### src/rtl/pong_match_ctrl_if.sv
// Pong match controller bus: player inputs, frame events
// and the scoreboard outputs consumed by the text renderer.
interface pong_match_ctrl_if #(
  parameter int NPLAYERS = 2,
  parameter int SCORE_W  = 3
);
  logic [2*NPLAYERS-1:0]       key;
  logic [NPLAYERS-1:0]         miss;
  logic                        frame_tick;
  logic                        pause_btn;
  logic                        mode;
  logic [2:0]                  state;
  logic                        stop;
  logic [NPLAYERS*SCORE_W-1:0] scores;
  logic [3:0]                  balls_left;
  logic [1:0]                  winner;
  logic                        winner_valid;
  logic                        tie;
  logic                        timer_up;

  modport master (
    output key, miss, frame_tick,
    output pause_btn, mode,
    input  state, stop, scores,
    input  balls_left, winner,
    input  winner_valid, tie, timer_up
  );

  modport slave (
    input  key, miss, frame_tick,
    input  pause_btn, mode,
    output state, stop, scores,
    output balls_left, winner,
    output winner_valid, tie, timer_up
  );
endinterface

### src/rtl/pong_match_ctrl.sv
// Pong match FSM: 2-4 players, ball-count or first-to-score,
// pause, frame-tick serve/game-over delay, saturating scores.
module pong_match_ctrl #(
  parameter int NPLAYERS    = 2,
  parameter int SCORE_W     = 3,
  parameter int BALLS       = 3,
  parameter int WIN_SCORE   = 5,
  parameter int DELAY_TICKS = 120
) (
  input logic              clk_out,
  input logic              rst_n,
  pong_match_ctrl_if.slave bus
);
  typedef enum logic [2:0] {
    NEWGAME = 3'd0,
    PLAY    = 3'd1,
    SERVE   = 3'd2,
    PAUSE   = 3'd3,
    OVER    = 3'd4
  } st_t;

  localparam int SW = NPLAYERS * SCORE_W;
  localparam logic [SCORE_W-1:0] SMAX = '1;
  localparam logic [SCORE_W-1:0] WIN =
    SCORE_W'(WIN_SCORE);
  localparam logic [3:0] BALLS0 = 4'(BALLS);
  localparam logic [3:0] BALLS1 = 4'(BALLS - 1);
  localparam logic [7:0] DT = 8'(DELAY_TICKS);

  st_t          st_q, st_d;
  logic [SW-1:0] sc_q, sc_d, sc_inc;
  logic [3:0]   balls_q, balls_d;
  logic [7:0]   cnt_q, cnt_d;
  logic         mode_q, mode_d;
  logic         any_key, tup, hit_win;
  logic [SCORE_W-1:0] best;
  logic [1:0]   win_idx;
  logic [2:0]   nbest;

  assign any_key = bus.key != '1;
  assign tup     = cnt_q == 8'd0;

  always_comb begin
    sc_inc  = sc_q;
    hit_win = 1'b0;
    for (int i = 0; i < NPLAYERS; i++) begin
      if (!bus.miss[i] &&
          sc_q[i*SCORE_W +: SCORE_W] != SMAX)
        sc_inc[i*SCORE_W +: SCORE_W] =
          sc_q[i*SCORE_W +: SCORE_W] + SCORE_W'(1);
      if (sc_inc[i*SCORE_W +: SCORE_W] >= WIN)
        hit_win = 1'b1;
    end
  end

  // strict '>' keeps the lowest index among equal maxima
  always_comb begin
    best    = sc_q[SCORE_W-1:0];
    win_idx = 2'd0;
    nbest   = 3'd0;
    for (int i = 1; i < NPLAYERS; i++) begin
      if (sc_q[i*SCORE_W +: SCORE_W] > best) begin
        best    = sc_q[i*SCORE_W +: SCORE_W];
        win_idx = 2'(i);
      end
    end
    for (int i = 0; i < NPLAYERS; i++) begin
      if (sc_q[i*SCORE_W +: SCORE_W] == best)
        nbest = nbest + 3'd1;
    end
  end

  always_comb begin
    st_d    = st_q;
    sc_d    = sc_q;
    balls_d = balls_q;
    cnt_d   = cnt_q;
    mode_d  = mode_q;
    if ((st_q == SERVE || st_q == OVER) &&
        bus.frame_tick && !tup)
      cnt_d = cnt_q - 8'd1;
    unique case (st_q)
      NEWGAME: begin
        if (any_key) begin
          mode_d  = bus.mode;
          balls_d = BALLS1;
          st_d    = PLAY;
        end
      end
      PLAY: begin
        if (bus.miss != '0) begin
          sc_d  = sc_inc;
          cnt_d = DT;
          if ((!mode_q && balls_q == 4'd0) ||
              (mode_q && hit_win)) begin
            st_d = OVER;
          end else begin
            st_d = SERVE;
            if (!mode_q)
              balls_d = balls_q - 4'd1;
          end
        end else if (bus.pause_btn) begin
          st_d = PAUSE;
        end
      end
      SERVE: if (tup && any_key) st_d = PLAY;
      PAUSE: if (bus.pause_btn) st_d = PLAY;
      OVER:  if (tup) st_d = NEWGAME;
      default: st_d = NEWGAME;
    endcase
    // NEWGAME always shows a fresh scoreboard
    if (st_d == NEWGAME) begin
      sc_d    = '0;
      balls_d = BALLS0;
    end
  end

  always_ff @(posedge clk_out or negedge rst_n) begin
    if (!rst_n) begin
      st_q    <= NEWGAME;
      sc_q    <= '0;
      balls_q <= BALLS0;
      cnt_q   <= 8'd0;
      mode_q  <= 1'b0;
    end else begin
      st_q    <= st_d;
      sc_q    <= sc_d;
      balls_q <= balls_d;
      cnt_q   <= cnt_d;
      mode_q  <= mode_d;
    end
  end

  assign bus.state        = st_q;
  assign bus.stop         = st_q != PLAY;
  assign bus.scores       = sc_q;
  assign bus.balls_left   = balls_q;
  assign bus.timer_up     = tup;
  assign bus.winner_valid = st_q == OVER;
  assign bus.winner       =
    (st_q == OVER) ? win_idx : 2'd0;
  assign bus.tie          =
    (st_q == OVER) && (nbest > 3'd1);
endmodule
### src/flat_wrapper.sv
// flat-port wrapper written by rule: the top's interface ports become plain ports
module pong_match_ctrl_flat 
#(
  parameter int NPLAYERS    = 2,
  parameter int SCORE_W     = 3,
  parameter int BALLS       = 3,
  parameter int WIN_SCORE   = 5,
  parameter int DELAY_TICKS = 120
)
  (clk_out, rst_n, bus_key, bus_miss, bus_frame_tick, bus_pause_btn, bus_mode, bus_state, bus_stop, bus_scores, bus_balls_left, bus_winner, bus_winner_valid, bus_tie, bus_timer_up);
  pong_match_ctrl_if #(.NPLAYERS(NPLAYERS), .SCORE_W(SCORE_W)) bus_i ();
  input logic clk_out;
  input logic rst_n;
  input wire logic [$bits(bus_i.key)-1:0] bus_key;
  input wire logic [$bits(bus_i.miss)-1:0] bus_miss;
  input wire logic [$bits(bus_i.frame_tick)-1:0] bus_frame_tick;
  input wire logic [$bits(bus_i.pause_btn)-1:0] bus_pause_btn;
  input wire logic [$bits(bus_i.mode)-1:0] bus_mode;
  output wire logic [$bits(bus_i.state)-1:0] bus_state;
  output wire logic [$bits(bus_i.stop)-1:0] bus_stop;
  output wire logic [$bits(bus_i.scores)-1:0] bus_scores;
  output wire logic [$bits(bus_i.balls_left)-1:0] bus_balls_left;
  output wire logic [$bits(bus_i.winner)-1:0] bus_winner;
  output wire logic [$bits(bus_i.winner_valid)-1:0] bus_winner_valid;
  output wire logic [$bits(bus_i.tie)-1:0] bus_tie;
  output wire logic [$bits(bus_i.timer_up)-1:0] bus_timer_up;
  assign bus_i.key = bus_key;
  assign bus_i.miss = bus_miss;
  assign bus_i.frame_tick = bus_frame_tick;
  assign bus_i.pause_btn = bus_pause_btn;
  assign bus_i.mode = bus_mode;
  assign bus_state = bus_i.state;
  assign bus_stop = bus_i.stop;
  assign bus_scores = bus_i.scores;
  assign bus_balls_left = bus_i.balls_left;
  assign bus_winner = bus_i.winner;
  assign bus_winner_valid = bus_i.winner_valid;
  assign bus_tie = bus_i.tie;
  assign bus_timer_up = bus_i.timer_up;
  pong_match_ctrl #(.NPLAYERS(NPLAYERS), .SCORE_W(SCORE_W), .BALLS(BALLS), .WIN_SCORE(WIN_SCORE), .DELAY_TICKS(DELAY_TICKS)) u_core (.clk_out(clk_out), .rst_n(rst_n), .bus(bus_i));
endmodule
### config.mk
export PLATFORM = sky130hd
export DESIGN_NAME = pong_match_ctrl_flat
export DESIGN_NICKNAME = d
export VERILOG_FILES = /design/src/rtl/pong_match_ctrl_if.sv /design/src/rtl/pong_match_ctrl.sv /design/src/flat_wrapper.sv
export SDC_FILE = /design/constraint.sdc
export NUM_CORES = 1
export LEC_CHECK = 0
export ABC_AREA = 1
export CORE_MARGIN = 2
export CORE_UTILIZATION = 47
export DETAILED_ROUTE_END_ITERATION = 12
export PLACE_DENSITY = 0.76
export SLEW_MARGIN = 5
export SYNTH_ARGS = -nofsm -noshare
export SYNTH_HDL_FRONTEND = slang
export SYNTH_SLANG_ARGS = --single-unit
### constraint.sdc
create_clock -name clk_out -period 1.8 [get_ports clk_out]
set_clock_uncertainty 0.15 [all_clocks]
set_input_delay 0.36 -clock clk_out [delete_from_list [all_inputs] [get_ports clk_out]]
set_output_delay 0.36 -clock clk_out [all_outputs]
set_load 0.005 [all_outputs]
-- After elaboration in Yosys (flattened, before gate mapping)
Index checks and enable logic that the tools add are counted.
- register bits: 22
- output and inout bits: 19
- word-level logic and storage cells: 82
- add/subtract/negate cells: 5
- $lt $le $gt $ge: 4
- equal/unequal tests: 14
- multiplexer cells: 29
- reductions and logical operators: 25
- operators by type and width (kind ; count):
    $mux 3 ; 11
    $mux 8 ; 3
    $mux 4 ; 5
    $mux 6 ; 3
    $pmux 3 s5 ; 1
    $ne 3x3->1 const B ; 4
    $ne 3x1->1 const B ; 3
    $logic_and 1x1->1 ; 8
    $logic_not 8->1 ; 1
    $pmux 4 s2 ; 1
    $sub 8x1->8 const B ; 1
    $add 3x1->3 const B ; 2
    $eq 3x2->1 const B ; 2
    $eq 3x3->1 ; 2
    $ge 3x3->1 const B ; 2
    $logic_not 3->1 ; 2
    $reduce_bool 2->1 ; 3
    $mux 1 ; 5
    $reduce_and 5->1 ; 1
    $logic_not 1->1 ; 4
    $logic_not 4->1 ; 1
    $ne 4x4->1 const B ; 1
    $reduce_and 2->1 ; 2
    $sub 4x1->4 const B ; 1
    other kinds (7) ; 8

-- Longest topological paths before layout
Gate-level depths: netlist of the first run.
- word-level depth: 14
- depth in mapped cells: 15
- depth with buffers taken out: 15

-- Least setup slack after synthesis of the first run
No wires, ideal clock.
- kind: reg-to-reg
- start: register u_core.sc_q[0], in the netlist u_core.bus.scores[0]
- end: register u_core.balls_q[2], in the netlist u_core.bus.balls_left[2]
- setup time: 0.123 ns
- data arrival time: 1.733 ns
- data required time: 1.527 ns
- path slack: -0.206 ns
- cell stages (with the launch flop): 13
- clock period less this slack: 2.006 ns
- cells stage by stage: dfrtp_1 ha_1 ha_1 nor2_2 nand2_1 nand2_1 nand2_1 nand2_1 nand3_2 nand3_1 nand3_2 nor2_4 nor2_1
- longest elaborated chain between the ends: 14
- elaborated cells between the ends (all ways): 20
- ends and longest elaborated chain (what ; line ; RTL):
    start: declaration ; pong_match_ctrl.sv:31 ; logic [SW-1:0] sc_q, sc_d, sc_inc;
    start signal: assignment ; pong_match_ctrl.sv:121 ; sc_q <= '0;
    start signal: assignment ; pong_match_ctrl.sv:127 ; sc_q <= sc_d;
    parallel branches: the longest is 2 deep, another holds $add 3x1->3 ; n/a ;
    $mux 3 * ; pong_match_ctrl.sv:47 ; if (!bus.miss[i] &&
    $ge 3x3->1 * ; pong_match_ctrl.sv:51 ; if (sc_inc[i*SCORE_W +: SCORE_W] >= WIN)
    $mux 1 * (2 in a row) ; pong_match_ctrl.sv:51 ;
    $logic_and 1x1->1 * ; pong_match_ctrl.sv:95 ; (mode_q && hit_win)) begin
    $logic_or 1x1->1 * ; pong_match_ctrl.sv:94 ; if ((!mode_q && balls_q == 4'd0) ||
    $mux 3 ; pong_match_ctrl.sv:94 ;
    $mux 3 ; pong_match_ctrl.sv:91 ; if (bus.miss != '0) begin
    $pmux 3 s5 ; pong_match_ctrl.sv:82 ; unique case (st_q)
    $logic_not 3->1 ; pong_match_ctrl.sv:112 ; if (st_d == NEWGAME) begin
    $ne 3x3->1 (no source line), or another cell as far along ; n/a ;
    $reduce_and 5->1 (no source line) ; n/a ;
    end signal: assignment ; pong_match_ctrl.sv:128 ; balls_q <= balls_d;
    end: declaration ; pong_match_ctrl.sv:32 ; logic [3:0] balls_q, balls_d;
Mark *: on every way between the ends.
A chain may end at the register's enable or synchronous reset.

-- Worst setup path in the final report of the first run
- start: register u_core.sc_q[3], in the netlist u_core.bus.scores[3]
- end: register u_core.sc_q[5], in the netlist u_core.bus.scores[5]
- longest elaborated chain between the ends: 13
- elaborated cells between the ends (all ways): 18
- ends and longest elaborated chain (what ; line ; RTL):
    parallel branches: the longest is 2 deep, another holds $add 3x1->3 ; n/a ;
    $mux 3 * ; pong_match_ctrl.sv:47 ;
    $ge 3x3->1 * ; pong_match_ctrl.sv:51 ;
    $mux 1 * ; pong_match_ctrl.sv:51 ;
    $logic_and 1x1->1 * ; pong_match_ctrl.sv:95 ;
    $logic_or 1x1->1 * ; pong_match_ctrl.sv:94 ;
    $mux 3 * ; pong_match_ctrl.sv:94 ;
    $mux 3 * ; pong_match_ctrl.sv:91 ;
    $pmux 3 s5 * ; pong_match_ctrl.sv:82 ;
    net u_core.st_d[1] ; pong_match_ctrl.sv:30 ; st_t st_q, st_d;
    $logic_not 3->1 * ; pong_match_ctrl.sv:112 ;
    $reduce_bool 2->1 (no source line) ; n/a ;
    $reduce_and 2->1 (no source line) ; n/a ;
Mark *: on every way through the listed nets, which the timed path passes. The select of a mux whose other input is x is not followed.

==> impl_metrics.ini, run 1 <==
[logic_synthesis]
synth-xor-area-share_pct = 3.268
ys_warn_count = 0
synth_top_family_by_area = simple AND/OR/NAND/NOR gates
synth_mux_area_share_pct = 0
synth_simple_gate_area_share_pct = 34.94
syn_area_sq_um = 1608
synth-seq-cells = 22
yosysSeqAreaShare_pct = 34.40
synth_fa_ha_area_share_pct = 8.560
syn_nets = 238
synthCells = 216
synth_compound_area_share_pct = 10.35
ys_types = 34
syn-mean-instance-area_sq_um = 7.443

[drt]
ant_nets = 0
via_count = 2030
post_drt_via_cell_ratio = 5.531
drt_iter0_markers = 220
dr.pass1.iters = 7
drt-total-wl_um = 6717
post_drt_wl_per_cell_um = 18.30
drc = 0

[floorplan]
die_h_um = 62.49
start_util_pct = 48.56
dieArea_sq_um = 3904
die_x_um = 62.49
core_area_sq_um = 3311
io_pins = 30
row_count = 21

[finish]
utilization_pct = 84.88
nNetsFinal = 344
n_antenna_cell = 0
fin_cells = 367
drive_gt1_share_pct = 47.04
nFillCells = 179
area_delta_synth_final_pct = 74.79

[pwr]
p_per_area_nw_per_um2 = 1616
total_power_mw = 4.542
leakage_nw = 1.399
ir_worst_vdd_uv = 928.7

[clocking]
clk_latency_ns = 0.33
cts.sinks = 22
cts-htree-levels = 1
clockRootBuffer = clkbuf_4
numCtsBuffers = 3
clk_pin_slew_ns = 0.15
cts_tree = done
cts.path.max_buffers = 2
hold_buffers = 0

[critical_path]
end_kind = flop
worst_r2r_path_depth = 12
cp_max_fo = 8
arrival_ns = 2.43
start_kind = flop
worstSetupPathType = reg -> reg
required_ns = 1.88

[global_routing]
overflow = 0
first_global_vias = 1775
grt_pass1_wl_um = 7900
grt_max_degree = 23
antenna_found_initial = 0
grt.total_usage_pct = 25.08

[run_status]
violations = negative setup slack
status = finished with violations

[sta]
fin_ws_ns = -0.5489
finalHoldViolations = 0
finalSetupViolations = 23
slew_viol_final = 0
finalSetupTns_ns = -7.330
rsz0062_at_grt = yes
fmax_mhz = 425.7
post-route-min-period_ns = 2.349
fin_crit_sh_pct = 130.5

[placed_design]
gp_congestion = 0.8943
dp_cells = 332
dp_hpwl_um = 3080
io_buffers = 28

[job]
cap_violations = 0

[min_path]
hold_path.class = in -> async
-- layout make-up --
cell class	count	area, sq um	share of cell area, %
Multi-Input combinational cell	160	1155	41.10
Timing Repair Buffer	103	890.9	31.70
Sequential cell	22	555.5	19.77
Inverter	32	125.1	4.452
Tap cell	46	57.56	2.048
Clock buffer	4	26.28	0.9350
-- logic make-up (layout without fill, tap and decap cells) --
| kind of cell | after synthesis | after routing |
|---|---|---|
| compound gates | 29 | 29 |
| other cells | 1 | 1 |
| simple gates | 113 | 113 |
| xor+xnor | 6 | 6 |
| flops | 22 | 22 |
| buf+inv | 34 | 139 |
| fa+ha+maj | 11 | 11 |
-- critical path: stages, from the launching register on --
cell,delay (ns)
dfrtp_1,0.45
ha_2,0.22
ha_4,0.18
nor2_4,0.15
nand2_1,0.13
nand2_1,0.11
nand2_1,0.11
nand3_4,0.13
nand3_1,0.08
nand2_1,0.09
nand2_2,0.09
nor2_4,0.28
nor2_1,0.08
-- layout by cell type (no fill, tap or decap), types with 9 or more instances in the layout --
cell             Yosys  layout
nand2_2              2       9
dfrtp_1             20      18
clkdlybuf4s50_1      0      12
inv_2                5      11
nand2_1             54      46
buf_6                0      20
nand3_1             11      10
nor2_1              25      18
inv_1               27      19
buf_4                1      58
-- power by group --
group	switching (mW)	total, mW	internal [mW]
Clock	0.175	0.262	0.0870
Combinational	1.78	3.41	1.63
Sequential	0.188	0.870	0.682
-- per-stage QoR --
stage               area (sq um)  setup slack [ns]  hold slack, ns
floorplan                   1657           -0.1144        -0.08559
global placement            2312           -0.4170          0.3421
detailed placement          2312           -0.4557          0.3535
CTS                         2585           -0.4270          0.2407
global route                2810           -0.6352          0.2331
finish                      2810           -0.5489          0.2108
-- metal layers --
layer / GRT usage (%) / vias to the layer above / share of wire (%)
met4: 9.444 / 0 / 4.2
met5: 0 / - / 0
met3: 2.162 / 33 / 7.7
met2: 44.76 / 142 / 50
met1: 31.45 / 961 / 38
li1: - / 894 / -
-- synthesized netlist by cell type, drive strengths merged --
cell,instances,area (sq um)
o21ai,19,106.4
nand2,57,226.5
dfrtp,20,500.5
a31oi,1,6.260
dfstp,2,52.55
xor2,4,35.03
nor2,32,147.6
nand3,14,85.08
buf,2,12.51
a21o,1,7.510
inv,32,120.1
a211oi,1,7.510
nor4,1,6.260
conb,1,3.750
ha,11,137.6
or2,1,6.260
xnor2,2,17.52
a21oi,7,38.79
nand3b,1,20.02
nor3,4,36.29
nand4,3,33.78
-- final timing paths --
path / start / endpoint / slack, ns
worst min-delay path: rst_n / u_core.bus.scores[3] / 0.21
worst max-delay path: u_core.bus.scores[3] / u_core.bus.scores[5] / -0.55
worst max register to register: u_core.bus.scores[3] / u_core.bus.scores[5] / -0.55
max in group asynchronous: rst_n / u_core.bus.balls_left[0] / 1.01
min in group clk_out: bus_mode / u_core.mode_q / 0.42
worst min register to register: u_core.cnt_q[4] / u_core.cnt_q[4] / 0.47
-- flip-flops by register name, indices dropped and copies added (netlist names) --
signal,cells
u_core.bus.scores,6
u_core.cnt_q,8
u_core.bus.state,3
u_core.mode_q,1
u_core.bus.balls_left,4
-- repair_timing --
action / in CTS / in global routing
gates resized for setup: 57 / 51
pin swaps: 20 / 23
buffers inserted: 21 / 15
endpoints found under the setup margin: 28 / 30
Note: power is estimated with default switching activity, not from simulation.
==> inputs of run 2 (changes only) <==
--- a/config.mk
+++ b/config.mk
@@ -10,6 +10,7 @@
 export CORE_UTILIZATION = 47
 export DETAILED_ROUTE_END_ITERATION = 12
 export PLACE_DENSITY = 0.76
+export SETUP_SLACK_MARGIN = 0.05
 export SLEW_MARGIN = 5
 export SYNTH_ARGS = -nofsm -noshare
 export SYNTH_HDL_FRONTEND = slang
==> impl_metrics.ini, run 2 (synthesized netlist as in run 1, its figures left out) <==
[run_status]
status = finished with violations
violations = negative setup slack

[global_routing]
antenna_found_initial = 0
grt.total_usage_pct = 28.77
first_global_vias = 1947
overflow = 0
grt_pass1_wl_um = 8901
grt_max_degree = 23

[sta]
fmax_mhz = 421.5
holdWs_ns = 0.2376
finalSetupViolations = 22
rsz0062_at_grt = yes
slew_viol_final = 0
fin_ws_ns = -0.5725
finalHoldViolations = 0
fin_crit_sh_pct = 131.8
post-route-min-period_ns = 2.373

[floorplan]
start_util_pct = 48.56
row_count = 21
die_x_um = 62.49
io_pins = 30
die_h_um = 62.49
core_area_sq_um = 3311
dieArea_sq_um = 3904

[placed_design]
io_buffers = 28
dpl_cell_area_sq_um = 2312
dp_hpwl_um = 3080
gp_congestion = 0.8943

[critical_path]
end_kind = flop
cp_max_fo = 8
arrival_ns = 2.44
required_ns = 1.87
worstSetupPathType = reg -> reg
start_kind = flop

[finish]
regMostFlops = u_core.cnt_q
stdcell_area_sq_um = 2968
area_delta_synth_final_pct = 84.59
final_common_cell = buf_4
n_antenna_cell = 0
mostFrequentLayoutCells = buf_4, nand2_1, buf_6, nor2_1
drive_gt1_share_pct = 50.61
nNetsFinal = 349
largest_register_ffs = 8

[drt]
drc = 0
ant_nets = 0
post_drt_wl_per_cell_um = 19.48
via_count = 2116
dr.pass1.iters = 4
drt-total-wl_um = 7246
drt_iter0_markers = 203
post_drt_via_cell_ratio = 5.688

[pwr]
p_per_area_nw_per_um2 = 1675
leakage_nw = 1.436
ir_worst_vdd_uv = 1154

[job]
cap_violations = 0

[clocking]
cts-htree-levels = 1
numCtsBuffers = 3
clk_pin_slew_ns = 0.14
cts.path.max_buffers = 2
cts_tree = done
cts.sinks = 22
clk_latency_ns = 0.32
hold_buffers = 0
clockRootBuffer = clkbuf_4

[min_path]
hold_path.class = in -> async
## run 2: cell types whose count changed in the layout (fill, tap and decap cells not counted), moves of 4 or more
| cell | change |
|---|---|
| dlygate4sd2_1 | -5 |
| nand2_1 | -5 |
| buf_4 | -4 |
| clkdlybuf4s15_1 | +4 |
| buf_6 | +12 |
## run 2: where the power goes
part / switching (mW) / internal, mW
Combinational: 2.00 / 1.85
Clock: 0.170 / 0.0869
Sequential: 0.182 / 0.682
Total: 2.35 / 2.62
## run 2: final timing paths
path | from | endpoint | slack, ns | cells past startpoint
worst max-delay path | u_core.bus.scores[1] | u_core.bus.scores[3] | -0.57 | 14
worst min-delay path | rst_n | u_core.bus.scores[2] | 0.24 | 2
worst max register to register | u_core.bus.scores[1] | u_core.bus.scores[3] | -0.57 | 14
worst min register to register | u_core.cnt_q[3] | u_core.cnt_q[3] | 0.46 | 2
max in group asynchronous | rst_n | u_core.bus.balls_left[0] | 0.98 | 2
min in group clk_out | bus_mode | u_core.mode_q | 0.44 | 3
## run 2: cell type report
class                   instances  area (sq um)
clock buffers                   4         26.28
repair buffers                108         974.7
fillers                       140         342.8
well taps                      46         57.56
flip-flops and latches         22         555.5
multi-input cells             160          1226
inverters                      32         127.6
## run 2: per-layer routing
metal | track usage (%) | routed length (um) | vias up
met4 | 16.94 | 377 | 0
met1 | 32.37 | 2748 | 1031
met3 | 3.604 | 415 | 42
met5 | 0 | 0 | -
met2 | 51.88 | 3705 | 127
li1 | - | - | 916
## run 2: per-stage QoR
stage / cells / total power, mW / setup WS, ns / setup TNS (ns) / util (%)
global route: 372 / 5.225 / -0.6566 / -9.209 / 89.64
floorplan: 216 / 2.093 / -0.1144 / -1.034 / -
CTS: 360 / 3.911 / -0.4270 / -5.198 / 80.65
finish: 372 / 4.972 / -0.5725 / -7.636 / 89.64
global placement: 332 / 3.070 / -0.4170 / -5.160 / 69.84
detailed placement: 332 / 3.156 / -0.4557 / -5.464 / 69.84
## run 2: critical path, stage by stage (launching register included)
cell     delay, ns
dfrtp_1       0.43
buf_6         0.13
buf_6         0.11
ha_4          0.15
ha_4          0.17
o21ai_1       0.18
nand2_2       0.08
nand2_2       0.08
nand2_2       0.07
nand3_4       0.10
nand3_2       0.09
nand2_2       0.10
nand2_4       0.07
nor2_4        0.25
nor2_1        0.10
## run 2: timing repair
action                     4_1_cts  5_1_grt
pin swaps                       22       17
setup endpoints to repair       34       33
setup buffers                   25       15
resized for setup               73       69
